==> config.mk <==
export PLATFORM = sky130hd
export DESIGN_NAME = wts_wave_reader_5ch
export DESIGN_NICKNAME = d
export VERILOG_FILES = /design/src/rtl/wts_wave_reader_5ch.sv
export SDC_FILE = /design/constraint.sdc
export NUM_CORES = 1
export LEC_CHECK = 0
export CELL_PAD_IN_SITES_DETAIL_PLACEMENT = 1
export CELL_PAD_IN_SITES_GLOBAL_PLACEMENT = 2
export CORE_MARGIN = 5
export CORE_UTILIZATION = 33
export DETAILED_ROUTE_END_ITERATION = 6
export PLACE_DENSITY = 0.91
export REMOVE_ABC_BUFFERS = 1
export SLEW_MARGIN = 20
export SYNTH_ARGS = -nofsm -noshare
export SYNTH_HDL_FRONTEND = slang
export SYNTH_SLANG_ARGS = --single-unit
==> constraint.sdc <==
create_clock -name clk -period 7.65 [get_ports clk]
set_input_delay 1.9125 -clock clk [delete_from_list [all_inputs] [get_ports clk]]
set_output_delay 1.9125 -clock clk [all_outputs]
set_load 0.01 [all_outputs]
==> src/rtl/wts_wave_reader_5ch.sv <==
// -----------------------------------------------------------------------------
// wts_wave_reader_5ch
//
// Consumer end of the 5-channel tone generator's wave-address stream. Each
// time-multiplexed slot names a channel (A..E = 0..4) and a wave address. The
// block turns that into a wave RAM read, scales the returned signed sample by
// the channel volume, and sums all channels of a frame. Channel E (4) closes
// the frame: the sum, divided by 16 with floor rounding, is presented on
// mixed_out together with a one-cycle mixed_valid strobe.
//
// Pipeline:
//   S1  register the RAM address and tag the slot (channel, valid)
//   S2  wait for the synchronous RAM (one-cycle read latency)
//   S3  scale the returned sample, accumulate, close the frame on channel 4
//
// Ports:
//   clk           in   1   system clock, rising edge
//   nreset        in   1   asynchronous active-low reset
//   active        in   3   slot channel; 0..4 = A..E, 5..7 = idle slot
//   wave_address  in   7   wave address of the slot in 'active'
//   reg_enable    in   5   per-channel enable, bit n = channel n
//   reg_volume_a  in   4   channel A volume (0 = mute)
//   reg_volume_b  in   4   channel B volume
//   reg_volume_c  in   4   channel C volume
//   reg_volume_d  in   4   channel D volume
//   reg_volume_e  in   4   channel E volume
//   mem_address   out  10  wave RAM address {channel, wave_address}, registered
//   mem_rdata     in   8   signed RAM sample, valid one cycle after mem_address
//   mixed_out     out  11  signed mixed frame sample
//   mixed_valid   out  1   one-cycle pulse when mixed_out updates
// -----------------------------------------------------------------------------
module wts_wave_reader_5ch (
  input  logic        clk,
  input  logic        nreset,
  input  logic [2:0]  active,
  input  logic [6:0]  wave_address,
  input  logic [4:0]  reg_enable,
  input  logic [3:0]  reg_volume_a,
  input  logic [3:0]  reg_volume_b,
  input  logic [3:0]  reg_volume_c,
  input  logic [3:0]  reg_volume_d,
  input  logic [3:0]  reg_volume_e,
  output logic [9:0]  mem_address,
  input  logic [7:0]  mem_rdata,
  output logic [10:0] mixed_out,
  output logic        mixed_valid
);

  localparam logic [2:0] LAST_CH = 3'd4;

  // ---------------------------------------------------------------------------
  // Stage S1: address register and slot tag
  // ---------------------------------------------------------------------------
  logic [9:0] mem_address_q, mem_address_d;
  logic       s1_valid_q,    s1_valid_d;
  logic [2:0] s1_ch_q,       s1_ch_d;
  logic       slot_is_ch;

  assign slot_is_ch = (active <= LAST_CH);

  // NOTE: every signal assigned in an always_comb gets a default first, so no
  // path leaves it unassigned and no latch is inferred.
  always_comb begin
    mem_address_d = mem_address_q;  // idle slots leave the RAM address alone
    s1_valid_d    = 1'b0;
    s1_ch_d       = s1_ch_q;
    if (slot_is_ch) begin
      mem_address_d = {active, wave_address};
      s1_valid_d    = 1'b1;
      s1_ch_d       = active;
    end
  end

  // ---------------------------------------------------------------------------
  // Stage S2: the RAM performs its read; only the tag moves forward
  // ---------------------------------------------------------------------------
  logic       s2_valid_q, s2_valid_d;
  logic [2:0] s2_ch_q,    s2_ch_d;

  always_comb begin
    s2_valid_d = s1_valid_q;
    s2_ch_d    = s1_ch_q;
  end

  // ---------------------------------------------------------------------------
  // Stage S3: scale, accumulate, close frame
  // ---------------------------------------------------------------------------
  logic               sel_enable;
  logic [3:0]         sel_volume;
  logic signed [12:0] sample_ext;
  logic signed [12:0] volume_ext;
  logic signed [12:0] term;
  logic signed [14:0] acc_q, acc_d;
  logic signed [14:0] acc_sum;
  logic               frame_close;
  logic [10:0]        mixed_out_q, mixed_out_d;
  logic               mixed_valid_q, mixed_valid_d;

  // Volume and enable are looked up at the S3 edge, so a register write only
  // affects channels that have not yet reached S3.
  always_comb begin
    sel_enable = 1'b0;
    sel_volume = 4'd0;
    case (s2_ch_q)
      3'd0: begin sel_enable = reg_enable[0]; sel_volume = reg_volume_a; end
      3'd1: begin sel_enable = reg_enable[1]; sel_volume = reg_volume_b; end
      3'd2: begin sel_enable = reg_enable[2]; sel_volume = reg_volume_c; end
      3'd3: begin sel_enable = reg_enable[3]; sel_volume = reg_volume_d; end
      3'd4: begin sel_enable = reg_enable[4]; sel_volume = reg_volume_e; end
      default: ;
    endcase
  end

  // Signed sample times unsigned volume: the volume is zero-extended so the
  // product stays a signed 13-bit value (-1920..+1905).
  assign sample_ext = {{5{mem_rdata[7]}}, mem_rdata};
  assign volume_ext = $signed({9'd0, sel_volume});
  assign term       = sel_enable ? (sample_ext * volume_ext) : 13'sd0;

  // Five terms of at most |1920| fit in 15 signed bits without overflow.
  assign acc_sum     = acc_q + {{2{term[12]}}, term};
  assign frame_close = s2_valid_q && (s2_ch_q == LAST_CH);

  always_comb begin
    acc_d         = acc_q;
    mixed_out_d   = mixed_out_q;
    mixed_valid_d = 1'b0;
    if (s2_valid_q) begin
      if (frame_close) begin
        // Dropping the low four bits of a two's-complement value is an
        // arithmetic shift with floor rounding; bits [14:4] are the 11-bit
        // result, which cannot exceed -600..+595.
        mixed_out_d   = acc_sum[14:4];
        mixed_valid_d = 1'b1;
        acc_d         = '0;  // next frame starts from zero
      end else begin
        acc_d = acc_sum;
      end
    end
  end

  // ---------------------------------------------------------------------------
  // State registers
  // ---------------------------------------------------------------------------
  // NOTE: sequential state uses non-blocking assignments so every register
  // samples the pre-edge value of every other register, independent of
  // statement or process order.
  always_ff @(posedge clk or negedge nreset) begin
    if (!nreset) begin
      mem_address_q <= '0;
      s1_valid_q    <= 1'b0;
      s1_ch_q       <= '0;
      s2_valid_q    <= 1'b0;
      s2_ch_q       <= '0;
      acc_q         <= '0;
      mixed_out_q   <= '0;
      mixed_valid_q <= 1'b0;
    end else begin
      mem_address_q <= mem_address_d;
      s1_valid_q    <= s1_valid_d;
      s1_ch_q       <= s1_ch_d;
      s2_valid_q    <= s2_valid_d;
      s2_ch_q       <= s2_ch_d;
      acc_q         <= acc_d;
      mixed_out_q   <= mixed_out_d;
      mixed_valid_q <= mixed_valid_d;
    end
  end

  assign mem_address = mem_address_q;
  assign mixed_out   = mixed_out_q;
  assign mixed_valid = mixed_valid_q;

endmodule

# == Word-level counts from Yosys, hierarchy flattened ==
# Index checks and enable logic that the tools add are counted.
# classes
addsub,1
mul,1
n_lt_le_gt_ge,1
n_eq_ne,4
mux,7
reduce_logical,3
# op_table
operator,n
$pmux 4 s5,1
$add 15x15->15,1
$mux 15,1
$mul 8x5->13,1
$mux 13,1
$eq 3x2->1 const B,2
$pmux 1 s5,1
$eq 3x1->1 const B,1
$eq 3x3->1 const B,1
$le 3x3->1 const B,1
$logic_not 3->1,1
$mux 1,3
$reduce_and 2->1,1
$logic_and 1x1->1,1
# totals
reg_bits,45
out_inout_bits,22
wordCells,25

# == Logic depth before layout (Yosys ltp) ==
# Gate-level depths: netlist of the first run.
# logic_depth
ltp_word,6
mapped_depth,27
depth_no_buf,26

# == Worst setup path before layout of the first run ==
# Ideal clock, no wire load.
# synth_path
path_type,input-to-reg
startpoint,input reg_volume_d[3]
endpoint,register acc_q[14]
arrival_ns,7.377
path_slack_ns,0.170
stages,24
n_path_buf,0
cell_sequence,mux4_2 nor2b_1 a21oi_1 nor2b_1 ha_1 inv_1 fa_1 fa_1 inv_1 ha_1 a211oi_1 o21bai_1 a21oi_1 o21bai_1 a21oi_1 xor2_1 nor2_1 ha_1 or4_1 a211o_1 a211oi_1 o21ai_1 o21a_1 o311ai_1
# synth_via
elab_chain_len,5
# synth_lines
item,line,text
"start, declared",41,"input logic [3:0] reg_volume_d,"
$pmux 4 s5,104,case (s2_ch_q)
$mul 8x5->13,118,assign term = sel_enable ? (sample_ext * volume_ext) : 13'sd0;
$mux 13,118,
$add 15x15->15,121,"assign acc_sum = acc_q + {{2{term[12]}}, term};"
$mux 15,129,if (frame_close) begin
"end signal, assigned",155,acc_q <= '0;
"end signal, assigned",164,acc_q <= acc_d;
"end, declared",93,"logic signed [14:0] acc_q, acc_d;"
# Every way passes these cells.
# A chain may end at the register's enable or synchronous reset.

# == Final worst setup path of the first run ==
# layout_path
startpoint,input reg_volume_e[2]
endpoint,register acc_q[14]
# layout_via
elab_chain_len,5
# layout_lines
item,line,text
"start, declared",42,"input logic [3:0] reg_volume_e,"
$pmux 4 s5,104,
$mul 8x5->13,118,
$mux 13,118,
$add 15x15->15,121,
$mux 15,129,
# Every way passes these cells.

==> impl_metrics.prom, run 1 <==
# TYPE chip_impl_metric gauge
chip_impl_info{name="worstSetupPathType",value="in2reg"} 1
chip_impl_metric{name="number_of_distinct_library_cells_after_synthesis",unit=""} 52
chip_impl_metric{name="numCtsBuffers",unit=""} 5
chip_impl_metric{name="ff2ff_path_depth",unit=""} 25
chip_impl_metric{name="rows",unit=""} 39
chip_impl_info{name="worstHoldStart",value="s1_valid_q$_DFF_PN0_"} 1
chip_impl_metric{name="timing.fmax",unit="MHz"} 135.5
chip_impl_metric{name="comb_power_share",unit="%"} 62.6
chip_impl_metric{name="io-pin-count",unit=""} 67
chip_impl_metric{name="vias_in_the_first_global_route",unit=""} 3789
chip_impl_metric{name="placement.io_buffers",unit=""} 66
chip_impl_metric{name="initial_utilization",unit="%"} 33.30
chip_impl_metric{name="setup_violation_total_in_the_final_timing_report",unit=""} 0
chip_impl_metric{name="fin_tns_setup",unit="ns"} 0
chip_impl_metric{name="netlist_area",unit="µm²"} 3754
chip_impl_metric{name="firstDrtPassIters",unit=""} 4
chip_impl_metric{name="drv_cap",unit=""} 0
chip_impl_metric{name="route.vias.total",unit=""} 3389
chip_impl_metric{name="synth.yosys.seq_area_share",unit="%"} 28.00
chip_impl_info{name="ys.flop_type",value="dfrtp_1"} 1
chip_impl_info{name="hp-class",value="reg2reg"} 1
chip_impl_info{name="critical_path_endpoint_category",value="register"} 1
chip_impl_metric{name="antennaDiodeCount",unit=""} 0
chip_impl_metric{name="synth_top_cell_area_share",unit="%"} 28.00
chip_impl_metric{name="critical_path_arrival",unit="ns"} 7.57
chip_impl_metric{name="number_of_buffers_inserted_by_hold_repair_at_cts",unit=""} 0
chip_impl_metric{name="grt_max_degree",unit=""} 43
chip_impl_metric{name="cp_data_required_time",unit="ns"} 7.84
chip_impl_metric{name="globalRoute.totalOverflow",unit=""} 0
chip_impl_metric{name="count_of_pins_over_their_slew_limit",unit=""} 0
chip_impl_info{name="status",value="complete, no violations"} 1
chip_impl_metric{name="core_area",unit="µm²"} 11270
chip_impl_metric{name="area_growth_syn_to_layout",unit="%"} 36.97
chip_impl_info{name="rr_startpoint",value="s2_ch_q[0]$_DFF_PN0_"} 1
chip_impl_metric{name="grt.total_usage",unit="%"} 15.97
chip_impl_metric{name="timing.slew.headroom",unit="%"} 37.46
chip_impl_metric{name="share_clk_of_total_power",unit="%"} 14.3
chip_impl_metric{name="powerDensity",unit="nW/µm²"} 301.3
chip_impl_metric{name="drt-vias-per-instance",unit=""} 5.127
chip_impl_metric{name="timing.critical_path.fanout_max",unit=""} 5
chip_impl_metric{name="chipHeight",unit="µm"} 116.7
chip_impl_metric{name="power.static_leakage",unit="nW"} 2.410
chip_impl_metric{name="layout_cells_sized_above_1",unit="%"} 18.15
chip_impl_metric{name="reg2reg_setup_slack",unit="ns"} 1.36
chip_impl_metric{name="cts.path.max_buffers",unit=""} 2
chip_impl_metric{name="stdcell_area",unit="µm²"} 5141
chip_impl_info{name="synth.area.top_cells",value="dfrtp_1 (28%), ha_1 (12%), fa_1 (9.6%), inv_1 (5.7%), and2_1 (3.3%)"} 1
chip_impl_metric{name="fin_nets",unit=""} 616
chip_impl_metric{name="dieWidth",unit="µm"} 116.7
chip_impl_metric{name="global_route_wire_length_before_repair",unit="µm"} 17640
chip_impl_metric{name="drtIter0Drc",unit=""} 112
chip_impl_metric{name="synthCells",unit=""} 416
chip_impl_metric{name="postRouteWirelength",unit="µm"} 10690
chip_impl_metric{name="vdd_drop_max",unit="mV"} 0.1774
chip_impl_metric{name="worst_hold_path_depth",unit=""} 0
chip_impl_metric{name="place_hpwl",unit="µm"} 8295
chip_impl_metric{name="power.share.sequential",unit="%"} 23.0
chip_impl_metric{name="yosysWarnings",unit=""} 0
chip_impl_metric{name="synth_enable_flop_cells",unit=""} 0
chip_impl_metric{name="total_count_of_hold_check_failures_in_the_final_report",unit=""} 0
chip_impl_metric{name="antenna_found_initial",unit=""} 0
chip_impl_metric{name="count_of_nets_left_with_antenna_violations_after_detail_routing",unit=""} 0
chip_impl_metric{name="gpl.final_weighted_congestion",unit=""} 0.8404
chip_impl_info{name="worst_hold_path.endpoint",value="s2_valid_q$_DFF_PN0_"} 1
chip_impl_metric{name="internal-power",unit="µW"} 894.6
chip_impl_metric{name="wl_per_cell",unit="µm"} 16.17
chip_impl_metric{name="worst_slew_pin_slew",unit="ns"} 0.9381
chip_impl_info{name="worstReg2RegEnd",value="acc_q[14]$_DFFE_PN0P_"} 1
chip_impl_info{name="tritoncts_clock_tree",value="done"} 1
chip_impl_metric{name="detail_route.drc_violations",unit=""} 0
chip_impl_metric{name="dpl-instance-area",unit="µm²"} 4732
chip_impl_metric{name="cts.reportedPaths.clkPinSlew",unit="ns"} 0.07
chip_impl_metric{name="synth.avg_cell_area",unit="µm²"} 9.023
chip_impl_metric{name="htree_levels",unit=""} 2
chip_impl_metric{name="finalClockSkew",unit="ns"} 0.007349
chip_impl_info{name="synth_top_cell_by_area",value="dfrtp_1"} 1
chip_impl_metric{name="fp.dieArea",unit="µm²"} 13610
chip_impl_info{name="timing.critical_path.from_type",value="input pin"} 1
chip_impl_metric{name="p_switching",unit="µW"} 654.5
chip_impl_metric{name="period_share",unit="%"} 96.50
chip_impl_metric{name="final.min_clock_period",unit="ns"} 7.382
chip_impl_metric{name="netSwitchingFraction",unit="%"} 42.25
chip_impl_metric{name="ys_seq_elements",unit=""} 42
chip_impl_metric{name="cts_sinks",unit=""} 42
chip_impl_metric{name="ys_async_rst_share",unit="%"} 100.0
chip_impl_metric{name="clock_insertion_delay_worst_skew",unit="ns"} 0.29
chip_impl_info{name="clock_tree.root_cell",value="clkbuf_16"} 1
==> critical path, stage by stage <==
cell	delay (ns)
clkdlybuf4s50_1	0.39
mux2i_1	0.14
nor2_1	0.06
a21oi_1	0.16
o22ai_2	0.13
buf_4	0.17
buf_4	0.13
and2_1	0.15
ha_1	0.31
fa_1	0.54
inv_1	0.06
fa_1	0.50
inv_1	0.05
ha_1	0.34
a21oi_2	0.21
o21bai_1	0.10
a21oi_1	0.18
xor2_1	0.16
nor2_1	0.06
ha_2	0.20
or4_4	0.51
a211o_1	0.33
a211oi_2	0.22
o21ai_2	0.11
o21a_1	0.15
o311ai_2	0.29
==> per-stage QoR <==
step | worst slack (ns) | utilization, % | hold WS, ns | power (mW) | cells
finish | 0.2677 | 45.61 | 0.3534 | 1.549 | 661
global route | -0.05094 | 45.61 | 0.3635 | 1.692 | 661
CTS | 0.0004787 | 43.60 | 0.3571 | 1.479 | 651
detailed placement | -0.4467 | 41.98 | 0.3412 | 1.227 | 642
global placement | -0.2363 | 41.98 | 0.3330 | 1.178 | 642
floorplan | 0.1610 | - | 0.3312 | 0.8895 | 407
==> logic make-up after synthesis <==
family | share of synthesized area [%]
AO/OA/AOI/OAI | 18.60
multiplexers | 5.200
XOR/XNOR | 3.967
AND/OR/NAND/NOR | 15.57
adder cells (fa/ha/maj) | 21.60
flip-flops | 28.00
buffers and inverters | 7.067
==> timing repair <==
item / CTS / global route
buffers inserted: 1 / 11
cloned: 0 / 0
setup endpoints to repair: 4 / 8
resized for setup: 5 / 36
pin swaps: 4 / 37
==> power groups by stage <==
stage	registers (mW)	logic (mW)	clock network (mW)
after global routing	0.368	1.08	0.241
after floorplan	0.362	0.528	0
after detailed placement	0.359	0.868	0
final	0.357	0.970	0.222
after CTS	0.357	0.892	0.230
after global placement	0.355	0.824	0
==> how the worst max path moves through the flow <==
stage,startpoint,endpoint,cells past startpoint
floorplan,reg_volume_d[3],acc_q[14]$_DFFE_PN0P_,24
global placement,reg_volume_d[3],acc_q[14]$_DFFE_PN0P_,26
detailed placement,reg_volume_d[3],acc_q[14]$_DFFE_PN0P_,26
CTS,reg_volume_d[3],acc_q[14]$_DFFE_PN0P_,27
global route,reg_volume_a[2],acc_q[14]$_DFFE_PN0P_,26
finish,reg_volume_e[2],acc_q[14]$_DFFE_PN0P_,26
==> registers in the layout (all words and copies together) (netlist names) <==
signal / flops
s1_valid_q: 1
mixed_valid: 1
s2_ch_q: 3
mem_address: 10
mixed_out: 11
s2_valid_q: 1
acc_q: 15
==> cell usage after synthesis (all sizes together) (2+ instances only) <==
cell type,count
o2111ai,4
o21a,6
nor2b,11
fa,18
or2,3
nand2b,4
xnor2,9
nand3,8
inv,57
nand4,2
mux2i,6
ha,36
o211ai,6
nor2,24
a21oi,20
xor2,8
o22ai,14
and4bb,2
o21ai,28
a21o,3
nor3,3
nand2,32
dfrtp,42
clkbuf,5
mux2,10
a211oi,4
buf,4
o21bai,7
and3,2
o22a,2
and2,21
==> cell type report <==
class                      count  area [µm²]
multi-input combinational    308        2589
clock inverter                 3       28.78
inverter                      57       214.0
timing repair buffer         103       954.7
fill                        1300        6131
clock buffer                   5       125.1
tap                          143       178.9
sequential                    42        1051
==> placed cells by master, fill, tap and decap left out, types with 5 or more instances in the layout <==
master,count
a21oi_1,15
and2_1,20
buf_4,34
clkbuf_16,5
clkdlybuf4s50_1,61
dfrtp_1,42
fa_1,17
ha_1,29
inv_1,53
mux2_2,10
mux2i_1,6
nand2_1,32
nand3_1,8
nor2_1,24
nor2b_1,10
o211ai_1,6
o21a_1,6
o21ai_0,23
o21bai_1,5
o22ai_1,13
xnor2_1,8
xor2_1,8
==> metal layers <==
metal	GRT usage [%]	part of all wire [%]	vias up
met4	3.823	1.5	0
met5	0	0	-
met1	19.01	43	1710
met2	30.40	54	36
met3	1.917	1.8	11
li1	-	-	1632
(Power assumes the default switching activity.)
==> inputs of run 2 (changes only) <==
PLACE_DENSITY = 0.79   (was 0.91)
==> run 2 against run 1 <==
Net effect: routed wire length decreased by 6.3%; register-to-register slack improved by 0.21 ns; sequential power about the same; total power decreased by 3.7%; clock skew decreased by 0.00090 ns; sequential share of layout area increased by 0.28 points; largest power group unchanged.
==> impl_metrics.prom, run 2 (synthesis gave the netlist of run 1 again) <==
# TYPE chip_impl_metric gauge
chip_impl_info{name="status",value="complete, no violations"} 1
chip_impl_metric{name="cts_sinks",unit=""} 42
chip_impl_metric{name="layout.filler_cells",unit=""} 1305
chip_impl_metric{name="largest_reg_flops",unit=""} 15
chip_impl_metric{name="grt_max_degree",unit=""} 43
chip_impl_metric{name="placement.io_buffers",unit=""} 66
chip_impl_metric{name="area_growth_syn_to_layout",unit="%"} 35.13
chip_impl_metric{name="reg2reg_setup_slack",unit="ns"} 1.57
chip_impl_metric{name="count_of_nets_left_with_antenna_violations_after_detail_routing",unit=""} 0
chip_impl_metric{name="io-pin-count",unit=""} 67
chip_impl_metric{name="power.share.sequential",unit="%"} 23.9
chip_impl_metric{name="worst_hold_path_depth",unit=""} 0
chip_impl_metric{name="firstDrtPassIters",unit=""} 4
chip_impl_info{name="layout_commonest_cell",value="clkdlybuf4s50_1"} 1
chip_impl_info{name="tritoncts_clock_tree",value="done"} 1
chip_impl_metric{name="postRouteWirelength",unit="µm"} 10010
chip_impl_metric{name="detail_route.drc_violations",unit=""} 0
chip_impl_metric{name="wl_per_cell",unit="µm"} 15.29
chip_impl_metric{name="global_route_wire_length_before_repair",unit="µm"} 17040
chip_impl_metric{name="count_of_pins_over_their_slew_limit",unit=""} 0
chip_impl_metric{name="total_count_of_hold_check_failures_in_the_final_report",unit=""} 0
chip_impl_metric{name="power.static_leakage",unit="nW"} 2.327
chip_impl_metric{name="cts.reportedPaths.clkPinSlew",unit="ns"} 0.07
chip_impl_info{name="timing.critical_path.from_type",value="input pin"} 1
chip_impl_metric{name="drv_cap",unit=""} 0
chip_impl_metric{name="stdcell_area",unit="µm²"} 5072
chip_impl_metric{name="critical_path_arrival",unit="ns"} 7.59
chip_impl_metric{name="fin_nets",unit=""} 610
chip_impl_metric{name="core_area",unit="µm²"} 11270
chip_impl_metric{name="p_switching",unit="µW"} 619.5
chip_impl_metric{name="numCtsBuffers",unit=""} 5
chip_impl_metric{name="timing.fmax",unit="MHz"} 134.6
chip_impl_metric{name="fp.dieArea",unit="µm²"} 13610
chip_impl_metric{name="gpl.final_weighted_congestion",unit=""} 0.8362
chip_impl_metric{name="fin_tns_setup",unit="ns"} 0
chip_impl_metric{name="m1WireLength",unit="µm"} 4441
chip_impl_metric{name="finish.cell_count_without_fillers",unit=""} 655
chip_impl_metric{name="route.met3.wl",unit="µm"} 178
chip_impl_info{name="crit_top_cell",value="a21oi_2"} 1
chip_impl_metric{name="initial_utilization",unit="%"} 33.30
chip_impl_info{name="worstSetupPathType",value="in2reg"} 1
chip_impl_info{name="worst_path_max_delay_cell",value="fa_1"} 1
chip_impl_info{name="clock_tree.root_cell",value="clkbuf_16"} 1
chip_impl_info{name="critical_path_endpoint_category",value="register"} 1
chip_impl_metric{name="netSwitchingFraction",unit="%"} 41.51
chip_impl_metric{name="clock_insertion_delay_worst_skew",unit="ns"} 0.29
chip_impl_info{name="final_cell_mix",value="clkdlybuf4s50_1 (65), inv_1 (54), dfrtp_1 (42)"} 1
chip_impl_metric{name="powerDensity",unit="nW/µm²"} 294.2
chip_impl_info{name="rr_startpoint",value="s2_ch_q[0]$_DFF_PN0_"} 1
chip_impl_metric{name="number_of_buffers_inserted_by_hold_repair_at_cts",unit=""} 0
chip_impl_metric{name="worst_slew_pin_slew",unit="ns"} 0.9303
chip_impl_metric{name="internal-power",unit="µW"} 872.8
chip_impl_metric{name="met2RoutedLength",unit="µm"} 5289
chip_impl_metric{name="rows",unit=""} 39
chip_impl_metric{name="finalPower",unit="mW"} 1.492
chip_impl_metric{name="comb_power_share",unit="%"} 61.6
chip_impl_metric{name="route.vias.total",unit=""} 3240
chip_impl_metric{name="crit_path_max_incr_delay",unit="ns"} 0.51
chip_impl_metric{name="cp_data_required_time",unit="ns"} 7.81
chip_impl_metric{name="htree_levels",unit=""} 2
chip_impl_info{name="topRoutingLayerUsed",value="met4"} 1
chip_impl_metric{name="ff2ff_path_depth",unit=""} 26
chip_impl_metric{name="setup_violation_total_in_the_final_timing_report",unit=""} 0
chip_impl_metric{name="place_inst",unit=""} 642
chip_impl_metric{name="final.min_clock_period",unit="ns"} 7.430
chip_impl_info{name="hp-class",value="reg2reg"} 1
chip_impl_metric{name="timing.critical_path.fanout_max",unit=""} 5
chip_impl_info{name="worstReg2RegEnd",value="mixed_out[10]$_DFFE_PN0P_"} 1
chip_impl_metric{name="layout_cells_sized_above_1",unit="%"} 16.80
chip_impl_metric{name="grt.total_usage",unit="%"} 15.64
chip_impl_metric{name="globalRoute.totalOverflow",unit=""} 0
chip_impl_metric{name="finalClockSkew",unit="ns"} 0.006445
chip_impl_metric{name="cts.path.max_buffers",unit=""} 2
chip_impl_metric{name="antenna_found_initial",unit=""} 0
chip_impl_metric{name="share_clk_of_total_power",unit="%"} 14.5
chip_impl_metric{name="chipHeight",unit="µm"} 116.7
chip_impl_metric{name="place_hpwl",unit="µm"} 8020
chip_impl_metric{name="drt-vias-per-instance",unit=""} 4.947
chip_impl_metric{name="drtIter0Drc",unit=""} 98
chip_impl_metric{name="dpl-instance-area",unit="µm²"} 4732
chip_impl_metric{name="vias_in_the_first_global_route",unit=""} 3698
chip_impl_info{name="most_flop_heavy_register",value="acc_q"} 1
chip_impl_metric{name="antennaDiodeCount",unit=""} 0
chip_impl_info{name="worst_hold_path.endpoint",value="s2_valid_q$_DFF_PN0_"} 1
chip_impl_metric{name="dieWidth",unit="µm"} 116.7
chip_impl_metric{name="period_share",unit="%"} 97.12
chip_impl_metric{name="timing.slew.headroom",unit="%"} 37.98
chip_impl_info{name="worstHoldStart",value="s1_valid_q$_DFF_PN0_"} 1
chip_impl_metric{name="vdd_drop_max",unit="mV"} 0.2111
==> run 2: routing by layer <==
metal / vias up / track usage, %
li1: 1618 / -
met3: 6 / 1.865
met1: 1588 / 19.34
met4: 0 / 3.670
met2: 28 / 28.99
met5: - / 0
==> run 2: power groups by stage <==
stage	combinational (mW)	sequential [mW]	clock, mW
CTS	0.894	0.358	0.223
floorplan	0.528	0.362	0
detailed placement	0.861	0.360	0
global placement	0.834	0.355	0
global route	1.04	0.369	0.234
finish	0.919	0.356	0.217
==> run 2: how the worst max path moves through the flow <==
| stage | to | cells after the start | from |
|---|---|---|---|
| final | mixed_out[10]$_DFFE_PN0P_ | 27 | reg_volume_d[3] |
| after global routing | acc_q[14]$_DFFE_PN0P_ | 26 | reg_volume_d[3] |
| after CTS | acc_q[14]$_DFFE_PN0P_ | 26 | reg_volume_c[3] |
| after detailed placement | acc_q[14]$_DFFE_PN0P_ | 26 | reg_volume_c[3] |
| after global placement | acc_q[14]$_DFFE_PN0P_ | 26 | reg_volume_d[3] |
| after floorplan | acc_q[14]$_DFFE_PN0P_ | 24 | reg_volume_d[3] |
==> run 2: worst max-delay path, delay by kind of cell <==
family / cells / cell delay, ns
XOR/XNOR: 1 / 0.16
AO/OA/AOI/OAI: 11 / 1.83
AND/OR/NAND/NOR: 4 / 0.75
adder cells (fa/ha/maj): 5 / 1.68
buffers and inverters: 5 / 0.79
multiplexers: 1 / 0.47
==> run 2: through the flow <==
stage	hold slack [ns]	util, %	setup WS, ns
2_1_floorplan	0.3312	-	0.1610
3_3_place_gp	0.3365	41.98	-0.2908
3_5_place_dp	0.3397	41.98	-0.5190
4_1_cts	0.3552	43.86	0.001817
5_1_grt	0.3705	45.00	-0.04171
6_report	0.3514	45.00	0.2205
==> run 2: area by class of cell <==
cell class,instances,area [µm²],area share (%)
repair buffers,97,892.1,17.59
flip-flops and latches,42,1051,20.72
multi-input cells,308,2586,50.99
clock inverters,3,25.02,0.4933
inverters,57,214.0,4.218
clock buffers,5,125.1,2.467
well taps,143,178.9,3.527
==> run 2: what timing repair did <==
item / in CTS / in global routing
gates resized for setup: 8 / 25
pin swaps: 8 / 27
endpoints found under the setup margin: 4 / 8
setup buffers: 4 / 1
